### src/rtl/tone_envelope_generator_if.sv
// tone_envelope_generator_if: pitch/tick inputs and sample output between period calculator, envelope and serializer.
interface tone_envelope_generator_if #(
    parameter int SAMPLE_W = 16,
    parameter int PERIOD_W = 10
);
    logic [PERIOD_W-1:0] tone_half_period;
    logic                sample_req;
    logic [SAMPLE_W-1:0] sample;
    logic                sample_valid;
    modport master (output tone_half_period, sample_req, input sample, sample_valid);
    modport slave (input tone_half_period, sample_req, output sample, sample_valid);
endinterface

### src/rtl/tone_envelope_generator.sv
// tone_envelope_generator: square-wave oscillator with linear attack/sustain/release envelope, one sample per tick.
module tone_envelope_generator #(
    parameter int SAMPLE_W     = 16,
    parameter int PERIOD_W     = 10,
    parameter int AMP_MAX      = 12000,
    parameter int ATTACK_STEP  = 64,
    parameter int RELEASE_STEP = 32
) (
    input logic clk,
    input logic rst,
    tone_envelope_generator_if.slave bus
);
    typedef enum logic [1:0] {IDLE, ATTACK, SUSTAIN, RELEASE} state_t;
    localparam logic [SAMPLE_W:0]   AMAX  = (SAMPLE_W+1)'(AMP_MAX);
    localparam logic [SAMPLE_W:0]   ASTEP = (SAMPLE_W+1)'(ATTACK_STEP);
    localparam logic [SAMPLE_W:0]   RSTEP = (SAMPLE_W+1)'(RELEASE_STEP);
    localparam logic [SAMPLE_W-1:0] ATOP  = SAMPLE_W'(AMP_MAX);
    localparam logic [SAMPLE_W-1:0] AINIT = ASTEP > AMAX ? ATOP : SAMPLE_W'(ATTACK_STEP);
    state_t state, state_n;
    logic [SAMPLE_W-1:0] level, level_n, up, dn, out;
    logic [SAMPLE_W:0] up_raw, dn_raw;
    logic [PERIOD_W-1:0] hp, held_hp, held_n, cnt, cnt_n;
    logic key, pol, pol_n, restart, wrap;
    always_comb begin
        hp = bus.tone_half_period;
        key = |hp;
        held_n = key ? hp : held_hp;
        up_raw = {1'b0, level} + ASTEP;
        up = up_raw > AMAX ? ATOP : up_raw[SAMPLE_W-1:0];
        dn_raw = {1'b0, level} - RSTEP;
        dn = dn_raw[SAMPLE_W] ? '0 : dn_raw[SAMPLE_W-1:0];
        state_n = state;
        level_n = level;
        case (state)
            IDLE: begin
                state_n = key ? ATTACK : IDLE;
                level_n = key ? AINIT : '0;
            end
            ATTACK: begin
                state_n = !key ? RELEASE : (up == ATOP ? SUSTAIN : ATTACK);
                level_n = key ? up : dn;
            end
            SUSTAIN: begin
                state_n = key ? SUSTAIN : RELEASE;
                level_n = key ? ATOP : dn;
            end
            default: begin
                state_n = key ? ATTACK : (dn == '0 ? IDLE : RELEASE);
                level_n = key ? up : dn;
            end
        endcase
        // a fresh key press restarts the phase; retrigger from RELEASE does not
        restart = state == IDLE && key;
        wrap = cnt >= held_n - PERIOD_W'(1);
        cnt_n = restart ? '0 : (held_n == '0 ? cnt : (wrap ? '0 : cnt + PERIOD_W'(1)));
        pol_n = restart ? 1'b1 : (held_n != '0 && wrap ? ~pol : pol);
        out = state_n == IDLE ? '0 : (pol_n ? level_n : -level_n);
    end
    always_ff @(posedge clk or posedge rst) begin
        if (rst) begin
            state <= IDLE;
            level <= '0;
            cnt <= '0;
            pol <= 1'b0;
            held_hp <= '0;
            bus.sample <= '0;
            bus.sample_valid <= 1'b0;
        end else begin
            bus.sample_valid <= bus.sample_req;
            if (bus.sample_req) begin
                state <= state_n;
                level <= level_n;
                cnt <= cnt_n;
                pol <= pol_n;
                held_hp <= held_n;
                bus.sample <= out;
            end
        end
    end
endmodule
### src/flat_wrapper.sv
// flat-port wrapper written by rule: the top's interface ports become plain ports
module tone_envelope_generator_flat 
#(
    parameter int SAMPLE_W     = 16,
    parameter int PERIOD_W     = 10,
    parameter int AMP_MAX      = 12000,
    parameter int ATTACK_STEP  = 64,
    parameter int RELEASE_STEP = 32
)
  (clk, rst, bus_tone_half_period, bus_sample_req, bus_sample, bus_sample_valid);
  tone_envelope_generator_if #(.SAMPLE_W(SAMPLE_W), .PERIOD_W(PERIOD_W)) bus_i ();
  input logic clk;
  input logic rst;
  input wire logic [$bits(bus_i.tone_half_period)-1:0] bus_tone_half_period;
  input wire logic [$bits(bus_i.sample_req)-1:0] bus_sample_req;
  output wire logic [$bits(bus_i.sample)-1:0] bus_sample;
  output wire logic [$bits(bus_i.sample_valid)-1:0] bus_sample_valid;
  assign bus_i.tone_half_period = bus_tone_half_period;
  assign bus_i.sample_req = bus_sample_req;
  assign bus_sample = bus_i.sample;
  assign bus_sample_valid = bus_i.sample_valid;
  tone_envelope_generator #(.SAMPLE_W(SAMPLE_W), .PERIOD_W(PERIOD_W), .AMP_MAX(AMP_MAX), .ATTACK_STEP(ATTACK_STEP), .RELEASE_STEP(RELEASE_STEP)) u_core (.clk(clk), .rst(rst), .bus(bus_i));
endmodule
### config.mk
export PLATFORM = sky130hd
export DESIGN_NAME = tone_envelope_generator_flat
export DESIGN_NICKNAME = d
export VERILOG_FILES = /design/src/rtl/tone_envelope_generator_if.sv /design/src/rtl/tone_envelope_generator.sv /design/src/flat_wrapper.sv
export SDC_FILE = /design/constraint.sdc
export NUM_CORES = 1
export LEC_CHECK = 0
export ABC_AREA = 1
export CORE_MARGIN = 2
export CORE_UTILIZATION = 30
export CTS_CLUSTER_DIAMETER = 30
export CTS_CLUSTER_SIZE = 24
export DETAILED_ROUTE_END_ITERATION = 12
export SYNTH_ARGS = -nofsm -noshare
export SYNTH_HDL_FRONTEND = slang
export SYNTH_SLANG_ARGS = --single-unit
### constraint.sdc
create_clock -name clk -period 3 [get_ports clk]
set_clock_uncertainty 0.2 [all_clocks]
set_input_delay 0.75 -clock clk [delete_from_list [all_inputs] [get_ports clk]]
set_output_delay 0.75 -clock clk [all_outputs]
set_load 0.05 [all_outputs]
==> impl_results.md, run 1 <==
* Share of power burned in registers at 0.248
* DRT Pass-1 Iters at 6
* Initial DRC count at 226
* Reg area at 0.00140 sq mm
* Post-DP HPWL at roughly 8600 um
* Synth top area share at 0.322
* Total track usage at 0.157
* Total Power at between 0.004 and 0.005 W
* DRT Wirelength at 11600 um
* First-pass GRT wire length at about 20000 um
* Wire length per cell at 12.6 um
* PwrDens at 752 mW/mm^2
* Required @ worst endpoint at around 3000 ps
* Gpl congestion at 0.842
* Number of fill cells in the layout at roughly 1400
* Clock power share at 0.155
* RR Startpoint: u_core.held_hp[2]$_DFFE_PP0P_
* Reg2reg path depth at 16
* Worst vdd ir at 0.349 mV
* Worst setup path class: in2reg
* Main area contributors after synthesis: dfrtp_1 32%, nand2_1 15%, inv_1 6.3%, nand3_1 5.7%, ha_1 5.5%
* Dpl cell area at 0.00551 sq mm
* Top Ports at 30
* Synth async-reset ratio at 1.00
* Initial core utilization at 0.303
* CP Capture Point: u_core.bus.sample[1]$_DFFE_PP0P_
* Post-route ant nets at 0
* Final min period at about 3700 ps
* Initial antenna violation count at 0
* Final setup violation count at 26
* Final hold viol count at 0
* Max-cap violations at 0
* Post-Syn Nets at 656
* Clock-pin slew on the worst setup and hold paths at approximately 70 ps
* Clk_lat worst skew at between 300 and 400 ps
* Average size of a mapped cell at 6.98 sq um
* Fin crit share at 1.23
* Slew Viols, Final at 0
* Status: complete, but fails checks
* DIE HEIGHT at 125 um
* Crit path DAT at 3680 ps
* Dominant synthesized flop cell: dfrtp_1
* RSZ-0062 raised after global routing: yes
* Failing checks: negative setup slack
* Hold crit path type: reg2reg
* Worst Tran Pin Value at 511 ps
* Ys Warns at 0
* Post-Syn Area at 0.00436 sq mm
* Area leader, netlist: dfrtp_1
* H-tree lvl count at 2
* Setup crit start: bus_tone_half_period[9]
* Post-Route Setup TNS at -14390 ps
* Critical Path End Type: register
* CORE AREA at roughly 0.014 sq mm
* Placed insts at between 900 and 1000
* Vias at about 4300
* Die Wd at 125 um
* Worst setup margin at -676 ps
* Multi-input combinational cell area at between 0.002 and 0.003 sq mm
* Post-layout nets at 773
* CTS tree: built
* N_diodes at 0
* DRC at 0
* Cells after Synth at 624
* R2r endpoint: u_core.bus.sample[1]$_DFFE_PP0P_
* Register area share after synthesis at 0.322
* Vias per cell at 4.66
* Buffers added on ports at 29
* Switch share at 0.470
* Sink Count at 56
* EDFF count, synth at 0
* Combinational group share of total power at 0.596
* Layout cells sized above 1 at 0.283
* Leak at 2.93 nW
* Clock root buffer: clkbuf_16
* Seq cells post-synth at 56
* Max-slew headroom at 0.658
* Reg2Reg Setup Slack at -270 ps
* Switching pwr at 0.00212 W
* Num CTS Buffers at 5
* Gr ovfl total at 0
* Area Overhead vs Synth at 37.6%
* Worst-path fanout max at 4
* Hold Buf Count CTS at 0
* Row cnt at 44
* CTS max path bufs at 2
* Post-route insts no fill at 926
* Die area at 0.0155 sq mm
* Hold Startpoint: u_core.bus.sample[3]$_DFFE_PP0P_
* Peak Freq at 272 MHz
* Worst setup SP type: input pin
* Vias in the first global route at between 4000 and 5000
* Pin count of the biggest net entering global routing at 57
* Internal power at 0.00239 W
* Design area at 0.00599 sq mm
* Synth unique cells at 46
synthesized netlist by cell type, types with 2 or more instances:
library cell,count
nand2_1,172
inv_1,73
dfrtp_1,56
nor2_1,52
nand3_1,50
o21ai_0,38
a21oi_1,19
ha_1,19
nand4_1,13
nor3_1,13
xor2_1,12
nand2_2,11
nor2_2,9
o21ai_2,9
clkbuf_1,7
inv_2,7
nand2_4,7
o21ai_1,6
buf_6,4
nand3_2,4
nor4_1,4
xnor2_1,4
nor3b_1,3
a211oi_1,2
buf_2,2
nand3_4,2
nand3b_1,2
nor2_4,2
o211ai_1,2
o21bai_2,2
o31ai_1,2
or2_1,2
repair_timing:
action,CTS,global route
buffers inserted,10,5
gates resized for setup,88,13
endpoints found under the setup margin,26,27
pin swaps,41,8
cloned,0,0
metrics by stage:
step           utilization  hold WS (ps)  setup WS [ps]
2_1_floorplan            -           253           -709
3_3_place_gp         0.383           261          -1450
3_5_place_dp         0.383           264          -1510
4_1_cts              0.411           285           -597
5_1_grt              0.417           312           -918
6_report             0.417           280           -676
critical path, cell delays in order:
cell and delay, ps:
buf_8 80, nor2_4 30, nand2_2 80, nor3_4 60, buf_12 130, a21oi_4 200, nand3_2 100, nand3b_1 200
nor3_2 200, nand2_1 100, xor2_1 150, ha_1 350, buf_6 130, a211oi_2 170, nand4_1 170, nand3_2 140
nand3_4 140, buf_6 150, or2_1 200, nand3_1 80, nand2_1 50
state kept, by name (all words and copies together), names as in the netlist:
name,count
u_core.bus.sample,16
u_core.bus.sample_valid,1
u_core.cnt,10
u_core.held_hp,10
u_core.level,16
u_core.pol,1
u_core.state,2
logic make-up (layout without fill, tap and decap cells):
group	count (synthesis)	in the layout	synth area share
AOI/OAI and AO/OA	86	86	0.120
and+or+nand+nor	350	350	0.379
DFF	56	56	0.322
buffers and inverters	97	215	0.0928
xor gates and xnor gates	16	16	0.0322
adders and majority gates	19	19	0.0546
layout make-up:
type	count	area share
clock inverters	3	0.00793
well taps	184	0.0384
flip-flops and latches	56	0.234
clock buffers	5	0.0209
inverters	83	0.0551
repair buffers	124	0.180
multi-input cells	471	0.464
power groups by stage:
stage	Sequential, W	Combinational [W]	Clock [W]
5_1_grt	0.00115	0.00301	0.000751
3_3_place_gp	0.00113	0.00252	0
2_1_floorplan	0.00133	0.00143	0
3_5_place_dp	0.00113	0.00254	0
6_report	0.00112	0.00269	0.000700
4_1_cts	0.00112	0.00264	0.000725
per-layer routing:
metal | vias to the layer above | share of wire | track usage
li1 | 2257 | - | -
met1 | 2000 | 0.49 | 0.211
met2 | 53 | 0.47 | 0.266
met3 | 9 | 0.029 | 0.0232
met4 | 0 | 0.011 | 0.0377
met5 | - | 0 | 0
placed cells by master (no fill, tap or decap), types with 4 or more instances in the layout:
master             n
nor3_2             4
o21ai_2           10
clkbuf_16          5
o21ai_1            9
nor3_1             9
nand2_4            8
nand2_2           14
nor2_1            44
xor2_1            12
nand4_1           13
ha_1              18
nand3_1           47
a21oi_1           14
dfrtp_1           56
inv_1             70
clkdlybuf4s50_1   19
inv_2              8
buf_4             88
o21ai_0           33
a21oi_2            4
nor2_4            10
buf_6             11
nand3_2            6
nor2_2             9
nand2_1          168
worst min-delay path by stage:
stage          slack, ps                               end  cells past startpoint
4_1_cts              280  u_core.bus.sample[3]$_DFFE_PP0P_                      2
3_3_place_gp         260  u_core.bus.sample[9]$_DFFE_PP0P_                      2
2_1_floorplan        250     u_core.held_hp[2]$_DFFE_PP0P_                      2
3_5_place_dp         260  u_core.bus.sample[5]$_DFFE_PP0P_                      2
6_report             280  u_core.bus.sample[3]$_DFFE_PP0P_                      2
5_1_grt              310  u_core.bus.sample[3]$_DFFE_PP0P_                      2
Power figures use the tool's default switching activity.
==> run 2: changes to the inputs <==
==> constraint.sdc (replaced) <==
create_clock -name clk -period 4.35 [get_ports clk]
set_clock_uncertainty 0.2 [all_clocks]
set_input_delay 1.0875 -clock clk [delete_from_list [all_inputs] [get_ports clk]]
set_output_delay 1.0875 -clock clk [all_outputs]
set_load 0.05 [all_outputs]
==> run 2 against run 1 <==
Effect of this change:
- the run now ends clean
- sequential share of layout area grew 1.9 points
- critical path depth up 3
- count of clock-buffer cells in the layout increased by 1
- die area is the same
- hold slack improved by 4.2 ps
- utilization decreased by 3.1 points
- routed wire length fell by 4.0%
- via count fell by 2.6%
- power shrank 37%
- design area shrank 7.4%
==> impl_results.md, run 2 (same netlist as run 1, synthesis figures left out) <==
* Status: finished clean
* Gpl congestion at roughly 0.89
* Die Wd at 125 um
* DRT Wirelength at 11200 um
* DIE HEIGHT at ~120 um
* Worst-path fanout max at 5
* Leak at 2.73 nW
* Worst vdd ir at 0.270 mV
* Slew Viols, Final at 0
* Peak Freq at 245 MHz
* Clock root buffer: clkbuf_16
* RR Startpoint: u_core.held_hp[2]$_DFFE_PP0P_
* First-pass GRT wire length at around 19000 um
* Sink Count at 56
* N_diodes at 0
* Initial core utilization at 0.303
* Top Ports at 30
* Worst setup path class: in2reg
* Area Overhead vs Synth at 27.4%
* Largest registers: u_core.bus.sample (16), u_core.level (16)
* Die area at 0.0155 sq mm
* Vias in the first global route at 3949
* DRC at 0
* Design area at ~0.0056 sq mm
* Buffers added on ports at 29
* Final setup violation count at 0
* Vias at between 4000 and 5000
* Row cnt at 44
* Hold crit path type: reg2reg
* H-tree lvl count at 2
* Num CTS Buffers at 5
* Hold Buf Count CTS at 0
* Dpl cell area at 0.00515 sq mm
* Gr ovfl total at 0
* Initial antenna violation count at 0
* Final min period at between 4000 and 5000 ps
* Hold path cells at 2
* CTS max path bufs at 2
* Reg2reg path depth at 16
* Initial DRC count at 272
* CORE AREA at 0.0144 sq mm
* Fin crit share at 0.938
* Crit path DAT at 4080 ps
* Most frequent cells in the layout: 167 x nand2_1, 71 x inv_1, 56 x dfrtp_1
* Reg2Reg Setup Slack at between 900 and 1000 ps
* Final hold viol count at 0
* Clock-pin slew on the worst setup and hold paths at 70 ps
* Layout cells sized above 1 at 0.224
* Commonest non-fill, non-tap cell in the layout: nand2_1
* Total Power at around 0.0028 W
* R2r endpoint: u_core.bus.sample[1]$_DFFE_PP0P_
* Total track usage at 0.150
* Worst Tran Pin Value at about 950 ps
* Worst hold slack at 285 ps
* Wire length per cell at 12.6 um
* Post-Route Setup TNS at 0 ps
* Post-layout nets at 733
* Core Util, Final at 0.386
* Hold Startpoint: u_core.bus.sample[14]$_DFFE_PP0P_
* Max-slew headroom at 0.366
* CTS tree: built
* Pin count of the biggest net entering global routing at 44
* Worst hold endpoint: u_core.bus.sample[14]$_DFFE_PP0P_
* DRT Pass-1 Iters at 5
* Clk_lat worst skew at around 300 ps
* Post-DP HPWL at 8240 um
* PwrDens at 512 mW/mm^2
* Vias per cell at 4.75
* Worst setup SP type: input pin
* Post-route ant nets at 0
* Critical Path End Type: register
* Max-cap violations at 0
* Required @ worst endpoint at 4350 ps
==> run 2: worst max path at each step <==
stage          slack [ps]                                end               startpoint
2_1_floorplan         150  u_core.bus.sample[10]$_DFFE_PP0P_  bus_tone_half_period[5]
3_3_place_gp         -410  u_core.bus.sample[15]$_DFFE_PP0P_  bus_tone_half_period[9]
3_5_place_dp         -490   u_core.bus.sample[1]$_DFFE_PP0P_  bus_tone_half_period[8]
4_1_cts                 5  u_core.bus.sample[14]$_DFFE_PP0P_  bus_tone_half_period[7]
5_1_grt               -10   u_core.bus.sample[1]$_DFFE_PP0P_  bus_tone_half_period[1]
6_report              270   u_core.bus.sample[1]$_DFFE_PP0P_  bus_tone_half_period[3]
==> run 2: final cells by class <==
type                    count  area (sq um)
inverters                  83           318
well taps                 184           230
repair buffers             84           718
clock buffers               6           129
clock inverters             2          35.0
fillers                  1473          8820
flip-flops and latches     56          1400
multi-input cells         471          2720
==> run 2: critical path, cell delays in order <==
cell	delay (ps)
clkbuf_2	90
nor2_2	140
nand3_4	90
nor3_4	290
a21oi_2	130
buf_4	140
nand2_1	130
buf_4	140
nor2_4	40
nand3_2	70
xnor2_2	110
inv_1	90
ha_4	280
nand2_2	80
nor2_4	110
o211ai_1	90
nand4_1	160
nand2_1	90
nand2_2	80
nand3_4	120
buf_6	160
or2_1	230
nand3_2	80
nand2_2	40
==> run 2: through the flow <==
step | std cells | setup slack [ps]
floorplan | 624 | 149
global placement | 871 | -412
detailed placement | 871 | -487
CTS | 882 | 5.12
global route | 886 | -11.5
finish | 886 | 270
==> run 2: power breakdown <==
group / switching (W) / internal (W)
combinational: 0.00105 / 0.000542
sequential: 0.000141 / 0.000641
clock: 0.000194 / 0.000272
total: 0.00139 / 0.00146
==> run 2: what timing repair did <==
item | 4_1_cts | 5_1_grt
buffers inserted | 3 | 4
gates resized for setup | 27 | 34
cloned | 0 | 0
setup endpoints to repair | 15 | 26
pin swaps | 19 | 30
==> run 2: routing by layer <==
metal / vias up / wire length [um] / global-route usage / share of wire
met5: - / 0 / 0 / 0
li1: 2173 / - / - / -
met4: 0 / 99 / 0.0317 / 0.0089
met3: 7 / 389 / 0.0249 / 0.035
met1: 1958 / 5460 / 0.208 / 0.49
met2: 68 / 5230 / 0.247 / 0.47
